--- src/rtl/seq_scan_pkg.sv ---
// seq_scan_pkg: shared types and pattern constant for seq_scan_ctrl (optional macro SEQ_SCAN_CARRY_EN used by seq_scan_ctrl)
package seq_scan_pkg;
  typedef enum logic [1:0] {IDLE, SHIFT, DONE} ctrl_t;
  typedef enum logic [1:0] {S0 = 2'b00, S1 = 2'b01, S2 = 2'b10, S3 = 2'b11} det_t;
  localparam logic [3:0] PATTERN = 4'b1010;
endpackage

--- src/rtl/seq_scan_ctrl_if.sv ---
// seq_scan_ctrl_if: scan handshake bus; master drives start/word_in, slave returns busy/done/match_cnt/match_map/det_state
interface seq_scan_ctrl_if #(parameter int WORD_W = 11, parameter int CNT_W = 4);
  logic start;
  logic [WORD_W-1:0] word_in;
  logic busy;
  logic done;
  logic [CNT_W-1:0] match_cnt;
  logic [WORD_W-1:0] match_map;
  logic [1:0] det_state;
  modport master(output start, word_in, input busy, done, match_cnt, match_map, det_state);
  modport slave(input start, word_in, output busy, done, match_cnt, match_map, det_state);
endinterface

--- src/rtl/seq_det_1010_core.sv ---
// seq_det_1010_core: overlapping 1010 Mealy detector; ports clk, rst (async low), en advances, clr sync-clears, din, dout, state
module seq_det_1010_core
  import seq_scan_pkg::*;
(
  input  logic clk,
  input  logic rst,
  input  logic en,
  input  logic clr,
  input  logic din,
  output logic dout,
  output det_t state
);
  det_t nx;
  always_comb nx = din ? (state == S2 ? S3 : S1) : (state == S1 || state == S3 ? S2 : S0);
  assign dout = en && state == S3 && din == PATTERN[0];
  always_ff @(posedge clk or negedge rst)
    if (!rst) state <= S0;
    else if (clr) state <= S0;
    else if (en) state <= nx;
endmodule

--- src/rtl/seq_scan_ctrl.sv ---
// seq_scan_ctrl: scans a latched word MSB-first through the 1010 detector; clk, rst (async low), bus (slave); SEQ_SCAN_CARRY_EN keeps detector state across words
module seq_scan_ctrl
  import seq_scan_pkg::*;
#(
  parameter int WORD_W = 11,
  parameter int CNT_W = 4
) (
  input logic clk,
  input logic rst,
  seq_scan_ctrl_if.slave bus
);
  localparam int IW = $clog2(WORD_W);
  ctrl_t state, state_nx;
  det_t det_q;
  logic [WORD_W-1:0] word, map;
  logic [CNT_W-1:0] cnt;
  logic [IW-1:0] idx;
  logic shift, accept, fire, clr;
  assign shift = state == SHIFT;
  assign accept = state == IDLE && bus.start;
`ifdef SEQ_SCAN_CARRY_EN
  assign clr = 1'b0;
`else
  assign clr = accept;
`endif
  always_comb state_nx = accept ? SHIFT : (shift && idx == '0) ? DONE : state == DONE ? IDLE : state;
  always_ff @(posedge clk or negedge rst)
    if (!rst) begin
      state <= IDLE;
      word <= '0;
      idx <= '0;
      cnt <= '0;
      map <= '0;
    end else begin
      state <= state_nx;
      if (accept) begin
        word <= bus.word_in;
        idx <= IW'(WORD_W - 1);
        cnt <= '0;
        map <= '0;
      end else if (shift) begin
        if (idx != '0) idx <= idx - 1'b1;
        if (fire) begin
          map[idx] <= 1'b1;
          cnt <= cnt + CNT_W'(!(&cnt));
        end
      end
    end
  seq_det_1010_core u_det (
    .clk(clk),
    .rst(rst),
    .en(shift),
    .clr(clr),
    .din(word[idx]),
    .dout(fire),
    .state(det_q)
  );
  assign bus.busy = shift;
  assign bus.done = state == DONE;
  assign bus.match_cnt = cnt;
  assign bus.match_map = map;
  assign bus.det_state = det_q;
endmodule
--- src/flat_wrapper.sv ---
// flat-port wrapper written by rule: the top's interface ports become plain ports
module seq_scan_ctrl_flat import seq_scan_pkg::*;
#(
  parameter int WORD_W = 11,
  parameter int CNT_W = 4
)
  (clk, rst, bus_start, bus_word_in, bus_busy, bus_done, bus_match_cnt, bus_match_map, bus_det_state);
  seq_scan_ctrl_if #(.WORD_W(WORD_W), .CNT_W(CNT_W)) bus_i ();
  input logic clk;
  input logic rst;
  input wire logic [$bits(bus_i.start)-1:0] bus_start;
  input wire logic [$bits(bus_i.word_in)-1:0] bus_word_in;
  output wire logic [$bits(bus_i.busy)-1:0] bus_busy;
  output wire logic [$bits(bus_i.done)-1:0] bus_done;
  output wire logic [$bits(bus_i.match_cnt)-1:0] bus_match_cnt;
  output wire logic [$bits(bus_i.match_map)-1:0] bus_match_map;
  output wire logic [$bits(bus_i.det_state)-1:0] bus_det_state;
  assign bus_i.start = bus_start;
  assign bus_i.word_in = bus_word_in;
  assign bus_busy = bus_i.busy;
  assign bus_done = bus_i.done;
  assign bus_match_cnt = bus_i.match_cnt;
  assign bus_match_map = bus_i.match_map;
  assign bus_det_state = bus_i.det_state;
  seq_scan_ctrl #(.WORD_W(WORD_W), .CNT_W(CNT_W)) u_core (.clk(clk), .rst(rst), .bus(bus_i));
endmodule
--- config.mk ---
export PLATFORM = sky130hd
export DESIGN_NAME = seq_scan_ctrl_flat
export DESIGN_NICKNAME = d
export VERILOG_FILES = /design/src/rtl/seq_scan_pkg.sv /design/src/rtl/seq_scan_ctrl_if.sv /design/src/rtl/seq_det_1010_core.sv /design/src/rtl/seq_scan_ctrl.sv /design/src/flat_wrapper.sv
export SDC_FILE = /design/constraint.sdc
export NUM_CORES = 1
export LEC_CHECK = 0
export CAP_MARGIN = 5
export CORE_ASPECT_RATIO = 0.8
export CORE_UTILIZATION = 40
export CTS_CLUSTER_SIZE = 14
export DETAILED_ROUTE_END_ITERATION = 10
export PLACE_DENSITY = 0.67
export REMOVE_ABC_BUFFERS = 1
export SLEW_MARGIN = 20
export SYNTH_ARGS = -nofsm -noshare
export SYNTH_HDL_FRONTEND = slang
export SYNTH_HIERARCHICAL = 1
export SYNTH_SLANG_ARGS = --single-unit
export TNS_END_PERCENT = 10
--- constraint.sdc ---
create_clock -name clk -period 2.37 [get_ports clk]
set_input_delay 0.474 -clock clk [delete_from_list [all_inputs] [get_ports clk]]
set_output_delay 0.474 -clock clk [all_outputs]
set_load 0.01 [all_outputs]
Word level (Yosys, flattened, before mapping)
Index checks and enable logic that the tools add are counted.
- magnitude comparators: 2
- mux-type cells: 21
- bitwise gates (word level): 2
- add/sub/neg operators: 2
- reductions and logical operators: 17
- eq/ne operators: 5
- operators by type and width (cell ; number):
    $mux W11 ; 3
    $mux W4 ; 6
    $mux W2 ; 8
    $or A11 B11 Y11 ; 1
    $eq A2 B2 Y1 const B ; 3
    $reduce_bool A2 Y1 ; 3
    $logic_and A1 B1 Y1 ; 5
    $lt A4 B5 Y1 const B ; 1
    $add A4 B1 Y4 ; 1
    $bmux W1 S4 ; 1
    $demux W1 S4 ; 1
    $eq A2 B1 Y1 const B ; 2
    $ge A4 B1 Y1 const B ; 1
    $logic_not A4 Y1 ; 1
    $reduce_and A2 Y1 ; 2
    $reduce_and A4 Y1 ; 1
    $reduce_bool A4 Y1 ; 1
    $sub A4 B1 Y4 const B ; 1
    $reduce_bool A3 Y1 ; 1
    $logic_not A2 Y1 ; 1
    $mux W1 ; 2
    $logic_not A1 Y1 ; 1
    $logic_or A1 B1 Y1 ; 1
    $not A1 Y1 ; 1
- logic and storage cells: 55
- flip-flop bits (word level): 34
- bits of input ports: 14
- output and inout bits: 19

Logic depth before layout (Yosys ltp)
Gate-level depths: netlist of run 1.
- word-level depth: 8
- depth in mapped cells: 10
- gate-level depth less buffers: 8

By module
The synthesis of run 1 kept the hierarchy.
- modules (own cells, without submodules) (module ; sequential area each (um2) ; cells an instance ; times used ; area each (um2)):
    seq_scan_ctrl ; 800.8 ; 129 ; 1 ; 1493.9
    seq_det_1010_core ; 50.0 ; 10 ; 1 ; 101.3

Worst setup path before layout of run 1
No wires, ideal clock.
- path type: flip-flop to flip-flop
- start point: register u_core.idx[0]
- end point: register u_core.cnt[3], in the netlist u_core/bus.match_cnt[3]
- library setup time: 0.077 ns
- stages on the path, launching flop included: 10
- period minus slack after synthesis: 2.206 ns
- setup slack: 0.164 ns
- arrival: 2.129 ns
- path buffers: 1
- data required time: 2.293 ns
- path through: dfrtp_1 > buf_2 > mux4_2 > nand2_1 > nand4_1 > nand3b_1 > nor2_1 > nand3b_1 > or3_1 > a21oi_1
- cells in the longest elaborated chain, start to end: 6
- ends and longest elaborated chain (item ; RTL line ; RTL):
    start: declaration ; seq_scan_ctrl.sv:17 ; logic [IW-1:0] idx;
    start signal: assignment ; seq_scan_ctrl.sv:38 ; idx <= IW'(WORD_W - 1);
    start signal: assignment ; seq_scan_ctrl.sv:42 ; if (idx != '0) idx <= idx - 1'b1;
    $bmux W1 S4 ; seq_scan_ctrl.sv:54 ; .din(word[idx]),
    $mux W1 (not written as such) ; seq_scan_ctrl.sv:54 ;
    $not A1 Y1 ; seq_det_1010_core.sv:15 ; assign dout = en && state == S3 && din == PATTERN[0];
    $logic_and A1 B1 Y1 ; seq_det_1010_core.sv:15 ;
    named net u_core.fire ; seq_scan_ctrl.sv:18 ; logic shift, accept, fire, clr;
    $reduce_bool A2 Y1 (no source line) ; -- ;
    $reduce_and A2 Y1 (no source line) ; -- ;
    end signal: assignment ; seq_scan_ctrl.sv:45 ; cnt <= cnt + CNT_W'(!(&cnt));
    end: declaration ; seq_scan_ctrl.sv:16 ; logic [CNT_W-1:0] cnt;
The timed path passes the listed nets, and every way through them passes these cells. The select of a mux whose other input is x is not followed.
A chain may end at the register's enable or synchronous reset.

Final worst setup path of run 1
Ends and elaborated chain as after synthesis.

==> out/metrics.csv, run 1 <==
stage,metric,value,unit
clocking,"Reg clk slew, reported paths",0.07,ns
drt,wire length per cell,13.9,µm
global_routing,vias in the first global route,1189,
synthesis,Post-synth ARST share,100,%
place,Final GP Congestion,0.896,
floorplan,Die X,72.6,µm
timing,slew margin rel.,59.7,%
power_and_ir_drop,Leakage Power,0.923,nW
critical_path,CP arrival,2.43,ns
timing,Tcrit/Tclk final,93.9,%
status,status,"finished, final reports clean",
critical_path,CP Launch Type,flop,
synthesis,largest family of logic cells by synthesized area,simple AND/OR/NAND/NOR gates,
drt,DRT iter0 DRCs,60,
drt,DRT Pass-1 Iters,4,
worst_hold_path,Hold Path Class,flop to flop,
clocking,Clock Tree Root,clkbuf_8,
clocking,sinks on the clock net,34,
drt,ANT nets after route,0,
floorplan,I/O pin count,33,
synthesis,#FFs+latches synth,34,
critical_path,worst-path maximum fanout,5,
clocking,CTS tree,done,
synthesis,Synth cell types,34,
timing,setup TNS,0,ns
synthesis,fraction of synthesized cell area in xor and xnor cells,0.549,%
place,hpwl dp,2350,µm
critical_path,CP Capture Type,flop,
synthesis,adder-cell share of the synthesized area,4.71,%
drt,Routed WL,3260,µm
flow_run,maxcap violations,0,
timing,FMAX,449,MHz
critical_path,"Slowest-stage cell, CP",mux4_2,
global_routing,largest net degree at the start of global routing,35,
floorplan,initial core utilization,41.9,%
clocking,TritonCTS Buffers,5,
synthesis,"EDFF count, synth",0,
floorplan,DIE AREA,0.00425,mm²
power_and_ir_drop,VDD IR max,501,µV
critical_path,critical path's most frequent cell,nand3b_1,
critical_path,CP peak stage delay,0.50,ns
global_routing,initial antenna violation count,0,
clocking,later-pin clock latency in the skew report,0.27,ns
synthesis,post-synthesis compound-gate area fraction,9.57,%
finish,layout cells sized above 1,20.7,%
finish,area grow syn2layout,31.0,%
drt,via count,1206,
global_routing,first-pass GRT wire length,5640,µm
power_and_ir_drop,"Power, Total",2.35,mW
drt,DR vias/cell,5.15,
floorplan,cell row count,20,
timing,WHS,0.496,ns
synthesis,cell area after synthesis,0.00160,mm²
timing,"Setup violations, final",0,
finish,Inserted Diodes,0,
timing,Final Hold Fails,0,
floorplan,core box area,0.00380,mm²
synthesis,mux contribution to synthesized area,13.8,%
clocking,clk buf depth,2,
synthesis,Synth Area in Simple Gates,14.9,%
synthesis,synthesized area per cell,11.5,µm²
place,DP Area,0.00199,mm²
timing,Final min period,2.23,ns
critical_path,Setup CP Type,flop to flop,
finish,Finished Cell Area,0.00209,mm²
drt,DRC violations left,0,
timing,worst slew pin tran,0.604,ns
synthesis,Ys Warns,6,
synthesis,Cells after Synth,139,
critical_path,worst-path cell chain,mux4_2 > nand2_1 > nand4_1 > nand3b_1 > nor2_1 > nand3b_1 > or3_1 > a21oi_1,
clocking,H-tree depth,2,
floorplan,die height,58.5,µm
place,DP Worst Slack,0.0455,ns
finish,fin nets,198,
critical_path,CP required,2.57,ns
worst_hold_path,Hold Crit Start,u_core/bus.match_map[4]$_DFFE_PN0P_,
timing,Final Slew Violations,0,
synthesis,"Seq/Total Area, Yosys",53.3,%
synthesis,top_reg_cell synth,dfrtp_1,
critical_path,Worst R2R Start,u_core/idx[0]$_DFFE_PN0P_,
timing,Final Skew,0.00439,ns
power_and_ir_drop,power density of the placed cells,1120,mW/mm²
global_routing,total gr overflow,0,
critical_path,CP startpoint,u_core/idx[0]$_DFFE_PN0P_,
timing,setup ws final,0.145,ns
place,# port buffers,32,
global_routing,GRT Resource Usage Total,17.8,%
layout make-up:
type                       instances  area [µm²]
tap                               55        68.8
multi-input combinational         94         697
sequential                        34         852
inverter                           6        22.5
timing repair buffer              37         358
clock inverter                     1        5.00
fill                             343        1710
clock buffer                       7        86.3
synthesized netlist by cell type (2+ instances only):
cell type	n	share of area (%)
nand3_1	4	1.3
a21oi_2	2	1.1
a21oi_1	3	0.94
nor3b_1	2	0.94
nand2_1	3	0.71
o21ai_0	5	1.6
ha_1	6	4.7
dfrtp_1	34	53
mux2i_1	4	2.5
inv_1	5	1.2
nor2b_1	2	0.78
nand4_1	3	1.2
mux2_2	14	9.9
nor2_1	19	4.5
a31oi_1	10	3.9
buf_2	4	1.3
nand3b_1	2	0.94
what timing repair did:
item / 4_1_cts / 5_1_grt
setup endpoints to repair: 0 / 12
resized for setup: 0 / 2
setup buffers: 0 / 1
hold buffers: 0 / 0
final timing paths:
| path | to | slack, ns | cells past startpoint |
|---|---|---|---|
| min | u_core/bus.match_map[4]$_DFFE_PN0P_ | 0.50 | 2 |
| min reg2reg | u_core/bus.match_map[4]$_DFFE_PN0P_ | 0.50 | 2 |
| min in group asynchronous | u_core/idx[0]$_DFFE_PN0P_ | 0.61 | 2 |
| max in group asynchronous | u_core/idx[0]$_DFFE_PN0P_ | 1.45 | 2 |
| max | u_core/bus.match_cnt[3]$_DFFE_PN0P_ | 0.14 | 8 |
| max reg2reg | u_core/bus.match_cnt[3]$_DFFE_PN0P_ | 0.14 | 8 |
logic make-up after synthesis:
group | after synthesis
adder cells (fa/ha/maj) | 6
XOR/XNOR | 1
AND/OR/NAND/NOR | 44
AO/OA/AOI/OAI | 24
buffers and inverters | 11
flip-flops | 34
multiplexers | 19
worst max-delay path: cells and delay by family (launching register included):
| family | cells | cell delay (ns) |
|---|---|---|
| and+or+nand+nor | 6 | 1.08 |
| muxes | 1 | 0.50 |
| DFF | 1 | 0.42 |
| AOI/OAI and AO/OA | 1 | 0.14 |
registers in the layout, indices dropped and copies added (netlist names):
name	count
u_core/bus.match_cnt	4
u_core/bus.match_map	11
u_core/idx	4
u_core/state	2
u_core/u_det/state	2
u_core/word	11
metal layers:
metal / up-vias / track usage (%) / wire length (µm)
met5: - / 0 / 0
met4: 0 / 7.28 / 61
met3: 9 / 4.79 / 140
met2: 30 / 27.0 / 1500
met1: 591 / 24.5 / 1550
li1: 576 / - / -
power breakdown:
group	switching (mW)	internal (mW)	leakage [nW]
logic	0.449	0.517	0.439
clock network	0.193	0.234	0.0482
registers	0.186	0.770	0.435
stage by stage:
step                utilization (%)  std cells
floorplan                         -        134
global placement               52.2        225
detailed placement             52.2        225
CTS                            54.6        233
global route                   54.9        234
finish                         54.9        234
placed cells by master, fill, tap and decap left out, drive strengths merged, types with 2 or more instances in the layout:
cell,n
inv,6
nand3,4
mux2i,4
nor2,19
ha,6
a31oi,10
clkdlybuf4s50,32
nor3b,2
clkbuf,7
buf,5
nor2b,2
nand2b,2
nand3b,2
dfrtp,34
mux2,14
o21ai,5
nand4,3
nand2,3
a21oi,5
(Power assumes the default switching activity.)
==> run 2, diff against run 1 <==
Settings changed: SLEW_MARGIN 20 to default.
==> results of run 2 <==
Same layout as run 1: the final DEF is identical, and so are final timing and power.
